### src/rtl/mtimer.sv
// Machine timer peripheral: 64-bit mtime with prescaler, 64-bit mtimecmp,
// level interrupt o_tip while mtime >= mtimecmp, single-beat req/ack bus.
//
// Bus handshake: the initiator raises i_req (with i_we/i_addr/i_wdata) and
// holds it until o_ack. In IDLE a high i_req is sampled on the clock edge,
// where any write is also performed. The following cycle is ACK: o_ack is
// high for exactly that one cycle, with o_rdata/o_err valid. The block then
// returns to IDLE regardless of i_req. o_rdata and o_err are 0 whenever
// o_ack is 0.
module mtimer #(
    parameter int          PRESC_W = 16,
    parameter logic [31:0] HART_ID = 32'h0
) (
    input  logic        i_clk,
    input  logic        i_rst,
    input  logic        i_req,
    input  logic        i_we,
    input  logic [4:0]  i_addr,
    input  logic [31:0] i_wdata,
    output logic [31:0] o_rdata,
    output logic        o_ack,
    output logic        o_err,
    output logic        o_tip,
    output logic [63:0] o_mtime
);

    typedef enum logic {
        IDLE = 1'b0,
        ACK  = 1'b1
    } state_t;

    // Bus FSM state; kept as a named signal so checkers can bind to it.
    state_t state;
    state_t state_nxt;

    logic [63:0]        mtime;
    logic [63:0]        mtimecmp;
    logic [PRESC_W-1:0] prescale;
    logic [PRESC_W-1:0] presc_cnt;
    logic               tip_q;
    logic [31:0]        rdata_q;
    logic               err_q;

    logic        addr_ok;
    logic        ro_hit;
    logic        bad;
    logic        take;
    logic        wr_en;
    logic        tick;
    logic [31:0] rd_mux;
    logic [31:0] presc_rd;

    // Address decode and the request strobes for this edge.
    always_comb begin
        addr_ok = (i_addr[1:0] == 2'b00) && (i_addr <= 5'h18);
        ro_hit  = (i_addr == 5'h14) || (i_addr == 5'h18);
        bad     = !addr_ok || (i_we && ro_hit);
        take    = (state == IDLE) && i_req;
        wr_en   = take && i_we && !bad;
        tick    = (presc_cnt == prescale);
    end

    // Read mux over the pre-edge register values.
    always_comb begin
        presc_rd               = '0;
        presc_rd[PRESC_W-1:0]  = prescale;
        rd_mux                 = '0;
        case (i_addr)
            5'h00:   rd_mux = mtime[31:0];
            5'h04:   rd_mux = mtime[63:32];
            5'h08:   rd_mux = mtimecmp[31:0];
            5'h0C:   rd_mux = mtimecmp[63:32];
            5'h10:   rd_mux = presc_rd;
            5'h14:   rd_mux = {31'b0, tip_q};
            5'h18:   rd_mux = HART_ID;
            default: rd_mux = '0;
        endcase
    end

    // Bus FSM state register.
    always_ff @(posedge i_clk) begin
        if (!i_rst) state <= IDLE;
        else        state <= state_nxt;
    end

    // Bus FSM next state and the gated response outputs.
    always_comb begin
        state_nxt = state;
        o_ack     = 1'b0;
        o_rdata   = '0;
        o_err     = 1'b0;
        case (state)
            IDLE: begin
                if (i_req) state_nxt = ACK;
            end
            ACK: begin
                state_nxt = IDLE;
                o_ack     = 1'b1;
                o_rdata   = rdata_q;
                o_err     = err_q;
            end
            default: state_nxt = IDLE;
        endcase
    end

    // Capture the response at the sampling edge; writes and errors return 0.
    always_ff @(posedge i_clk) begin
        if (!i_rst) begin
            rdata_q <= '0;
            err_q   <= 1'b0;
        end else if (take) begin
            err_q   <= bad;
            rdata_q <= (bad || i_we) ? 32'h0 : rd_mux;
        end
    end

    // Prescaler, mtime, mtimecmp and the registered compare. A bus write to
    // an mtime half overrides the tick on the same edge (the tick is lost).
    always_ff @(posedge i_clk) begin
        if (!i_rst) begin
            mtime     <= '0;
            mtimecmp  <= '1;
            prescale  <= '0;
            presc_cnt <= '0;
            tip_q     <= 1'b0;
        end else begin
            if (wr_en && (i_addr == 5'h10)) begin
                prescale  <= i_wdata[PRESC_W-1:0];
                presc_cnt <= '0;
            end else if (tick) begin
                presc_cnt <= '0;
            end else begin
                presc_cnt <= presc_cnt + PRESC_W'(1);
            end

            if (wr_en && (i_addr == 5'h00))      mtime[31:0]  <= i_wdata;
            else if (wr_en && (i_addr == 5'h04)) mtime[63:32] <= i_wdata;
            else if (tick)                       mtime        <= mtime + 64'd1;

            if (wr_en && (i_addr == 5'h08)) mtimecmp[31:0]  <= i_wdata;
            if (wr_en && (i_addr == 5'h0C)) mtimecmp[63:32] <= i_wdata;

            tip_q <= (mtime >= mtimecmp);
        end
    end

    assign o_tip   = tip_q;
    assign o_mtime = mtime;

endmodule
### config.mk
export PLATFORM = sky130hd
export DESIGN_NAME = mtimer
export DESIGN_NICKNAME = d
export VERILOG_FILES = /design/src/rtl/mtimer.sv
export SDC_FILE = /design/constraint.sdc
export NUM_CORES = 1
export LEC_CHECK = 0
export ABC_CLOCK_PERIOD_IN_PS = 3800
export CORE_MARGIN = 4
export CORE_UTILIZATION = 57
export DETAILED_ROUTE_END_ITERATION = 8
export PLACE_DENSITY = 0.9
export SYNTH_ARGS = -nofsm -noshare
export SYNTH_HDL_FRONTEND = slang
export SYNTH_SLANG_ARGS = --single-unit
### constraint.sdc
create_clock -name i_clk -period 3.8 [get_ports i_clk]
set_clock_uncertainty 0.15 [all_clocks]
set_input_delay 0.95 -clock i_clk [delete_from_list [all_inputs] [get_ports i_clk]]
set_output_delay 0.95 -clock i_clk [all_outputs]
set_load 0.02 [all_outputs]
After elaboration in Yosys (flattened, before gate mapping)
Index checks and enable logic that the tools add are counted.
{ "totals": {"ff_bits": 195, "word_cells": 58, "inputBits": 41} }
{ "classes": {"add_sub_neg": 2, "bitwise_logic": 3, "n_lt_le_gt_ge": 2, "mux": 11, "reduce_logical": 22, "eq_ne": 8} }
{ "ops": {"columns": ["cell", "n"], "rows": [
  ["$pmux W32 S6", 1],
  ["$mux W32", 5],
  ["$add A64 B1 Y64 const B", 1],
  ["$ge A64 B64 Y1", 1],
  ["$mux W64", 1],
  ["$add A16 B1 Y16 const B", 1],
  ["$eq A16 B16 Y1", 1],
  ["$eq A5 B5 Y1 const B", 3],
  ["$eq A5 B4 Y1 const B", 2],
  ["$logic_and A1 B1 Y1", 10],
  ["$eq A5 B3 Y1 const B", 1],
  ["$le A5 B5 Y1 const B", 1],
  ["$logic_not A5 Y1", 1],
  ["$reduce_and A2 Y1", 2],
  ["$reduce_bool A2 Y1", 2],
  ["$logic_or A1 B1 Y1", 3],
  ["$mux W1", 3],
  ["$not A1 Y1", 3],
  ["$reduce_or A3 Y1", 1],
  ["$logic_not A1 Y1", 2],
  ["$logic_not A2 Y1", 1],
  ["$ne A2 B2 Y1 const B", 1],
  ["$pmux W1 S2", 1]
]} }

Logic depth before layout (Yosys ltp)
Gate-level depths: netlist (run 1).
{ "logic_depth": {"ltp_word": 9, "depth_mapped": 9} }

Worst setup path after synthesis (run 1)
No wires, ideal clock.
{ "synth_path": {"path_type": "input to register", "from": "input i_addr[3]", "to": "register mtime[49], in the netlist o_mtime[49]", "path_buffers": 1, "cell_stages": 7, "path_slack_ps": 740, "arrival_time_ps": 2836, "setup_ps": 74, "cell_sequence": "clkbuf_1 -> nor2_1 -> nand3_1 -> nand3_1 -> or4_1 -> or4_1 -> a31oi_1"} }
{ "synth_between": {"elab_chain_len": 9, "elab_cells_between_ends": 18} }
{ "synth_rtl": {"columns": ["item", "line", "text"], "rows": [
  ["start: declaration", "18", "input logic [4:0] i_addr,"],
  ["$le A5 B5 Y1 / $eq A5 B5 Y1 (equally long branches)", "55, 56", null],
  ["$logic_and A1 B1 Y1 / $logic_or A1 B1 Y1 (equally long branches)", "55, 56", null],
  ["$logic_not A1 Y1 / $logic_and A1 B1 Y1 (equally long branches)", "57", "bad = !addr_ok || (i_we && ro_hit);"],
  ["$logic_or A1 B1 Y1", "57", null],
  ["$logic_not A1 Y1", "59", "wr_en = take && i_we && !bad;"],
  ["$logic_and A1 B1 Y1", "59", null],
  ["$logic_and A1 B1 Y1, on equally long branches", "137, 136", null],
  ["$reduce_bool A2 Y1 (no line) / $not A1 Y1 (equally long branches)", null, null],
  ["$reduce_and A2 Y1 (no line)", null, null],
  ["end signal: assignment", "137", "else if (wr_en && (i_addr == 5'h04)) mtime[63:32] <= i_wdata;"],
  ["end signal: assignment", "138", "else if (tick) mtime <= mtime + 64'd1;"],
  ["end: declaration", "36", "logic [63:0] mtime;"]
]} }
Parallel ways exist; a longest one is shown, timed or not.
A chain may end at the register's enable or synchronous reset.

Final worst setup path (run 1)
{ "layout_path": {"from": "register mtime[19], in the netlist o_mtime[19]", "to": "register mtime[60], in the netlist o_mtime[60]"} }
{ "layout_between": {"elab_chain_len": 3} }
{ "layout_rtl": {"columns": ["item", "line", "text"], "rows": [
  ["start signal: assignment", "136", "if (wr_en && (i_addr == 5'h00)) mtime[31:0] <= i_wdata;"],
  ["start signal: assignment", "138", null],
  ["$add A64 B1 Y64", "138", null],
  ["$mux W64", "138", null],
  ["$mux W32", "137", null]
]} }
No other way between the ends. The select of a mux whose other input is x is not followed.

==> results of run 1 <==
[worst max-delay path, delay by kind of cell, from the launching register on]
family / cells / cell delay (ns)
simple gates: 5 / 2.38
compound gates: 1 / 0.17
flops: 1 / 0.55
[flip-flops by register name, indices dropped and copies added, names as in the netlist]
register and count:
err_q 1, prescale 16, presc_cnt 16, mtimecmp 64
o_tip 1, rdata_q 32, state 1, o_mtime 64
[logic make-up (layout without fill, tap and decap cells)]
family	count (synthesis)	count (layout)
fa+ha+maj	67	67
buf+inv	174	303
other cells	0	1
xor+xnor	67	67
compound gates	363	363
simple gates	496	496
mux	24	24
flops	195	195
[cells in the final DEF (no fill, tap or decap), drive strengths merged, types with 19 or more instances in the layout]
cell,n
buf,50
nand4,42
dfxtp,195
inv,90
and3,19
nor4,45
a21oi,85
nor3,30
xor2,22
nand2,152
mux2i,22
ha,66
a21o,24
nor2,68
a22oi,33
clkdlybuf4s50,138
o211ai,68
xnor2,45
o21ai,59
and2,38
nand3,54
[metal layers]
| metal | track usage (%) | vias up | wire length (µm) |
|---|---|---|---|
| li1 | - | 5338 | - |
| met1 | 47.0 | 5552 | 15600 |
| met2 | 53.8 | 851 | 17500 |
| met3 | 11.2 | 143 | 5320 |
| met4 | 12.7 | 4 | 1330 |
| met5 | 0 | - | 34 |
[power groups by stage]
stage                     Clock (mW)  Sequential, mW  Combinational, mW
final                           1.83            2.09              0.333
after global routing            1.92            2.09              0.350
after CTS                       1.83            2.09              0.322
after global placement             0            2.13              0.312
after detailed placement           0            2.13              0.319
after floorplan                    0            2.14              0.152
[through the flow]
step / setup WS [ns] / utilization, % / cells
4_1_cts: 0.463 / 70.2 / 1780
2_1_floorplan: 0.740 / - / 1386
3_3_place_gp: 0.401 / 67.2 / 1748
5_1_grt: 0.335 / 70.2 / 1780
6_report: 0.481 / 70.2 / 1781
3_5_place_dp: 0.317 / 67.2 / 1748
[layout make-up]
class / count / area (µm²)
Fill cell: 1551 / 5770
Multi-Input combinational cell: 1017 / 6690
Clock inverter: 14 / 161
Tap cell: 265 / 332
Sequential cell: 195 / 3900
Timing Repair Buffer: 188 / 1790
Clock buffer: 18 / 429
Inverter: 83 / 312
Antenna cell: 1 / 2.50
[worst max path at each step]
stage	startpoint	endpoint	slack [ns]	depth (start not counted)
after global placement	i_addr[1]	o_mtime[63]$_SDFFE_PN0P_	0.40	8
final	o_mtime[19]$_SDFFE_PN0P_	o_mtime[60]$_SDFFE_PN0P_	0.48	6
after global routing	state$_SDFF_PP0_	o_rdata[0]	0.34	2
after CTS	state$_SDFF_PP0_	o_rdata[0]	0.46	2
after floorplan	i_addr[3]	o_mtime[49]$_SDFFE_PN0P_	0.74	7
after detailed placement	i_addr[0]	o_mtime[63]$_SDFFE_PN0P_	0.32	8
==> flow_metrics.env, run 1 <==
export IMPL_pwr_share_comb_pct=7.8
export IMPL_ys_top_cells_by_count="dfxtp_1 (195), nand2_1 (152), a21oi_1 (85), inv_1 (83), clkbuf_1 (82)"
export IMPL_reg2reg_depth=6
export IMPL_track_usage_pct=35.2
export IMPL_syn_nets=1493
export IMPL_cts_clk_slew_worst_paths_ns=0.07
export IMPL_final_period_utilization_pct=87.3
export IMPL_synth_top_area_share_pct=34.8
export IMPL_cts_hold_buf=0
export IMPL_ioPinCount=140
export IMPL_wirelength_um=39700
export IMPL_cts_sinks=195
export IMPL_ir_drop_v=0.000331
export IMPL_path_class="register to register"
export IMPL_synthMuxAreaShare_pct=2.16
export IMPL_worst_pin_slew_ns=1.30
export IMPL_worstSkewPairLatency_ns=0.45
export IMPL_ys_seq_area_share_pct=34.8
export IMPL_fin_area_um2=13600
export IMPL_area_growth_pct=21.3
export IMPL_cts_buffers=17
export IMPL_required_ns=4.02
export IMPL_r2r_slack_ns=0.48
export IMPL_clockPowerShare_pct=43.1
export IMPL_holdWs_ns=0.298
export IMPL_dr_pass1_iters=6
export IMPL_synthXorXnorAreaFrac_pct=5.22
export IMPL_cts_resized=0
export IMPL_h_tree_depth=4
export IMPL_synth_largest_area_cell="dfxtp_1"
export IMPL_root_buffer="clkbuf_16"
export IMPL_yosys_cell_count_top_type="dfxtp_1"
export IMPL_avgSynthCellArea_um2=8.10
export IMPL_drive_above_1_share_pct=6.80
export IMPL_die_h_um=148
export IMPL_detail_route_wl_per_cell_um=22.3
export IMPL_fmaxAchievable_mhz=301
export IMPL_synth_simple_area_share_pct=22.8
export IMPL_finalSetupViolCount=0
export IMPL_grt_pass1_vias=11100
export IMPL_relSlewSlack_pct=13.5
export IMPL_hold_path_class="register to register"
export IMPL_die_x_um=148
export IMPL_portBuffers=139
export IMPL_p_sw_mw=1.13
export IMPL_reg2reg_from="o_mtime[19]$_SDFFE_PN0P_"
export IMPL_endpoint_kind="register"
export IMPL_cpPeakStageDelay_ns=0.77
export IMPL_synth_edff_count=0
export IMPL_drt_initial_drc_count=1864
export IMPL_viasPerCell=6.67
export IMPL_arrival_ns=3.54
export IMPL_syn_area_um2=11200
export IMPL_drv_cap=0
export IMPL_postRouteAntennaNets=0
export IMPL_grt_pass1_wl_um=61700
export IMPL_nNetsFinal=1609
export IMPL_holdPathEnd="rdata_q[0]$_SDFFE_PN0P_"
export IMPL_power_leakage_nw=5.41
export IMPL_grt_antenna_before_repair=2
export IMPL_ys_flop_type="dfxtp_1"
export IMPL_fp_row_count=51
export IMPL_maxSlewViolCount=0
export IMPL_drcViolationCount=0
export IMPL_ys_async_sr_fraction_pct=0
export IMPL_place_area_um2=13000
export IMPL_r2r_end="o_mtime[60]$_SDFFE_PN0P_"
export IMPL_ys_ff_latch=195
export IMPL_power_density_nw_per_um2=312
export IMPL_cts_buffer_depth=2
export IMPL_ys_top_cells_by_area="dfxtp_1 (35%), ha_1 (7.4%), nand2_1 (5.1%)"
export IMPL_p_sw_share_pct=26.6
export IMPL_vias=11900
export IMPL_critical_path_slowest_cell="nor4_1"
export IMPL_design_core_area_um2=19400
export IMPL_start_kind="register"
export IMPL_seq_power_share_pct=49.1
export IMPL_fin_total_pwr_mw=4.25
export IMPL_outcome="finished clean"
export IMPL_rsz0062_at_grt="no"
export IMPL_power_internal_mw=3.12
export IMPL_hp_start="rdata_q[0]$_SDFFE_PN0P_"
export IMPL_tns_ns=0
export IMPL_cp_cell_sequence="and4_1 > nand4_2 > nor4_1 > nand3_1 > or4_1 > a31oi_1"
export IMPL_synthCells=1386
export IMPL_synth_compound_area_share_pct=21.8
export IMPL_initial_core_util_pct=57.9
export IMPL_fin_crit_ns=3.32
export IMPL_critPathMaxFanout=8
export IMPL_gp_congestion=1.01
export IMPL_synth_warnings=0
export IMPL_die_area_um2=22000
export IMPL_grt_max_degree=66
export IMPL_post_dp_hpwl_um=28400
export IMPL_synth_top_family_by_area="simple AND/OR/NAND/NOR gates"
export IMPL_post_cts_buffers=0
export IMPL_overflow=0
export IMPL_yosysUniqueCellTypes=61
export IMPL_hold_viol=0
export IMPL_cts_tree="yes"
export IMPL_whs_path_depth=2
export IMPL_yosys_area_share_adder_pct=7.44
(Power assumes the default switching activity.)
==> run 2: changes to the inputs <==
--- a/config.mk
+++ b/config.mk
@@ -6,10 +6,9 @@
 export NUM_CORES = 1
 export LEC_CHECK = 0
 export ABC_CLOCK_PERIOD_IN_PS = 3800
-export CORE_MARGIN = 4
-export CORE_UTILIZATION = 57
+export CORE_UTILIZATION = 55
 export DETAILED_ROUTE_END_ITERATION = 8
-export PLACE_DENSITY = 0.9
+export PLACE_DENSITY = 0.87
 export SYNTH_ARGS = -nofsm -noshare
 export SYNTH_HDL_FRONTEND = slang
 export SYNTH_SLANG_ARGS = --single-unit
==> run 2 against run 1 <==
Net effect: the run now ends with DRC left; final cell count is the same; sequential cell count is the same; via count shrank 0.84%; sequential power is essentially flat; non-clock buffer count grew 1; wire length shrank 3.7%; worst hold slack gained 0.0025 ns; clock power shrank 2%; design area is essentially flat; critical path depth shrank 4; combinational power shrank 2%.
==> flow_metrics.env, run 2 (synthesis gave the netlist of run 1 again) <==
export IMPL_hold_viol=0
export IMPL_relSlewSlack_pct=21.5
export IMPL_cts_sinks=195
export IMPL_overflow=0
export IMPL_viasPerCell=6.62
export IMPL_track_usage_pct=35.6
export IMPL_ioPinCount=140
export IMPL_h_tree_depth=4
export IMPL_grt_max_degree=66
export IMPL_n_antenna_cell=0
export IMPL_hp_start="rdata_q[31]$_SDFFE_PN0P_"
export IMPL_pwr_share_comb_pct=7.7
export IMPL_violations="DRC"
export IMPL_power_density_nw_per_um2=309
export IMPL_cts_hold_buf=0
export IMPL_grt_pass1_vias=10700
export IMPL_postRouteAntennaNets=0
export IMPL_root_buffer="clkbuf_16"
export IMPL_critical_path_slowest_cell="dfxtp_1"
export IMPL_p_sw_share_pct=27.3
export IMPL_layout_common_cells="dfxtp_1 (195), nand2_1 (152), clkdlybuf4s50_1 (138), a21oi_1 (85), inv_1 (82)"
export IMPL_nNetsFinal=1610
export IMPL_seq_power_share_pct=49.6
export IMPL_post_cts_buffers=0
export IMPL_required_ns=2.70
export IMPL_fmaxAchievable_mhz=306
export IMPL_cpPeakStageDelay_ns=0.88
export IMPL_vias=11800
export IMPL_outcome="finished, violations left"
export IMPL_cp_startpoint="state$_SDFF_PP0_"
export IMPL_tns_ns=0
export IMPL_rsz0062_at_grt="no"
export IMPL_area_growth_pct=21.4
export IMPL_ir_drop_v=0.000297
export IMPL_drt_initial_drc_count=1571
export IMPL_fin_total_pwr_mw=4.21
export IMPL_cts_tree="yes"
export IMPL_grt_antenna_before_repair=2
export IMPL_fp_row_count=51
export IMPL_arrival_ns=2.17
export IMPL_die_h_um=145
export IMPL_hold_path_class="register to register"
export IMPL_cts_resized=0
export IMPL_die_area_um2=21000
export IMPL_dp_cells=1749
export IMPL_worst_pin_slew_ns=1.18
export IMPL_p_sw_mw=1.15
export IMPL_design_core_area_um2=19700
export IMPL_power_internal_mw=3.06
export IMPL_critPathTopFamily="flip-flops"
export IMPL_reg2reg_from="o_mtime[19]$_SDFFE_PN0P_"
export IMPL_cp_cell_sequence="and2_1 > clkdlybuf4s50_1"
export IMPL_maxSlewViolCount=0
export IMPL_crit_buf_inv=1
export IMPL_drive_above_1_share_pct=6.86
export IMPL_gp_congestion=0.978
export IMPL_post_dp_hpwl_um=27300
export IMPL_cts_buffer_depth=2
export IMPL_start_kind="register"
export IMPL_endpoint_kind="output pin"
export IMPL_final_common_cell="dfxtp_1"
export IMPL_dr_pass1_iters=9
export IMPL_wirelength_um=38200
export IMPL_final_period_utilization_pct=85.9
export IMPL_path_class="register to output pin"
export IMPL_detail_route_wl_per_cell_um=21.5
export IMPL_stdcell_count=1781
export IMPL_power_leakage_nw=5.42
export IMPL_drcViolationCount=1
export IMPL_grt_pass1_wl_um=59400
export IMPL_critPathMaxFanout=37
export IMPL_portBuffers=139
export IMPL_drv_cap=0
export IMPL_clockPowerShare_pct=42.6
export IMPL_finalSetupViolCount=0
export IMPL_die_x_um=145
export IMPL_fin_crit_ns=3.27
export IMPL_utilization_pct=69.2
export IMPL_worstSkewPairLatency_ns=0.45
export IMPL_initial_core_util_pct=57.0
export IMPL_cts_clk_slew_worst_paths_ns=0.07
export IMPL_cts_buffers=17
run 2: cell count changes in the layout (fill, tap and decap cells not counted):
cell,change
clkinv_2,+2
diode_2,-1
bufinv_16,-1
buf_12,+2
clkinv_8,+1
clkinvlp_4,-1
inv_6,+1
buf_4,-1
clkinv_4,-2
run 2: power by group through the flow:
stage               clock, mW  sequential (mW)  combinational [mW]
CTS                      1.78             2.09               0.317
global route             1.86             2.09               0.346
detailed placement          0             2.13               0.314
floorplan                   0             2.14               0.152
finish                   1.79             2.09               0.326
global placement            0             2.13               0.310
run 2: final cells by class:
| type | count | area (µm²) |
|---|---|---|
| Tap cell | 265 | 332 |
| Multi-Input combinational cell | 1017 | 6690 |
| Sequential cell | 195 | 3900 |
| Inverter | 83 | 312 |
| Clock inverter | 14 | 141 |
| Timing Repair Buffer | 189 | 1830 |
| Clock buffer | 18 | 429 |
| Fill cell | 1557 | 6080 |
run 2: through the flow:
step | worst slack (ns) | hold WS (ns) | area [µm²]
after floorplan | 0.740 | 0.277 | 11200
after global placement | 0.341 | 0.288 | 13100
after detailed placement | 0.282 | 0.293 | 13100
after CTS | 0.503 | 0.303 | 13600
after global routing | 0.378 | 0.319 | 13600
final | 0.534 | 0.301 | 13600
run 2: per-layer routing:
metal,global-route usage (%),wire length [µm],vias to the layer above
li1,-,-,5342
met1,46.8,15200,5505
met2,55.2,16700,805
met3,10.9,5070,134
met4,11.8,1250,2
met5,0,13,-
run 2: final timing paths:
kind | endpoint | slack (ns) | cells past startpoint
max reg2reg | o_mtime[53]$_SDFFE_PN0P_ | 0.63 | 6
min | rdata_q[31]$_SDFFE_PN0P_ | 0.30 | 2
max | o_rdata[12] | 0.53 | 2
min reg2reg | rdata_q[31]$_SDFFE_PN0P_ | 0.30 | 2
run 2: worst reg2reg max path: cells and delay by family, from the launching register on:
family | cells | cell delay, ns
flops | 1 | 0.53
compound gates | 1 | 0.29
simple gates | 5 | 2.11
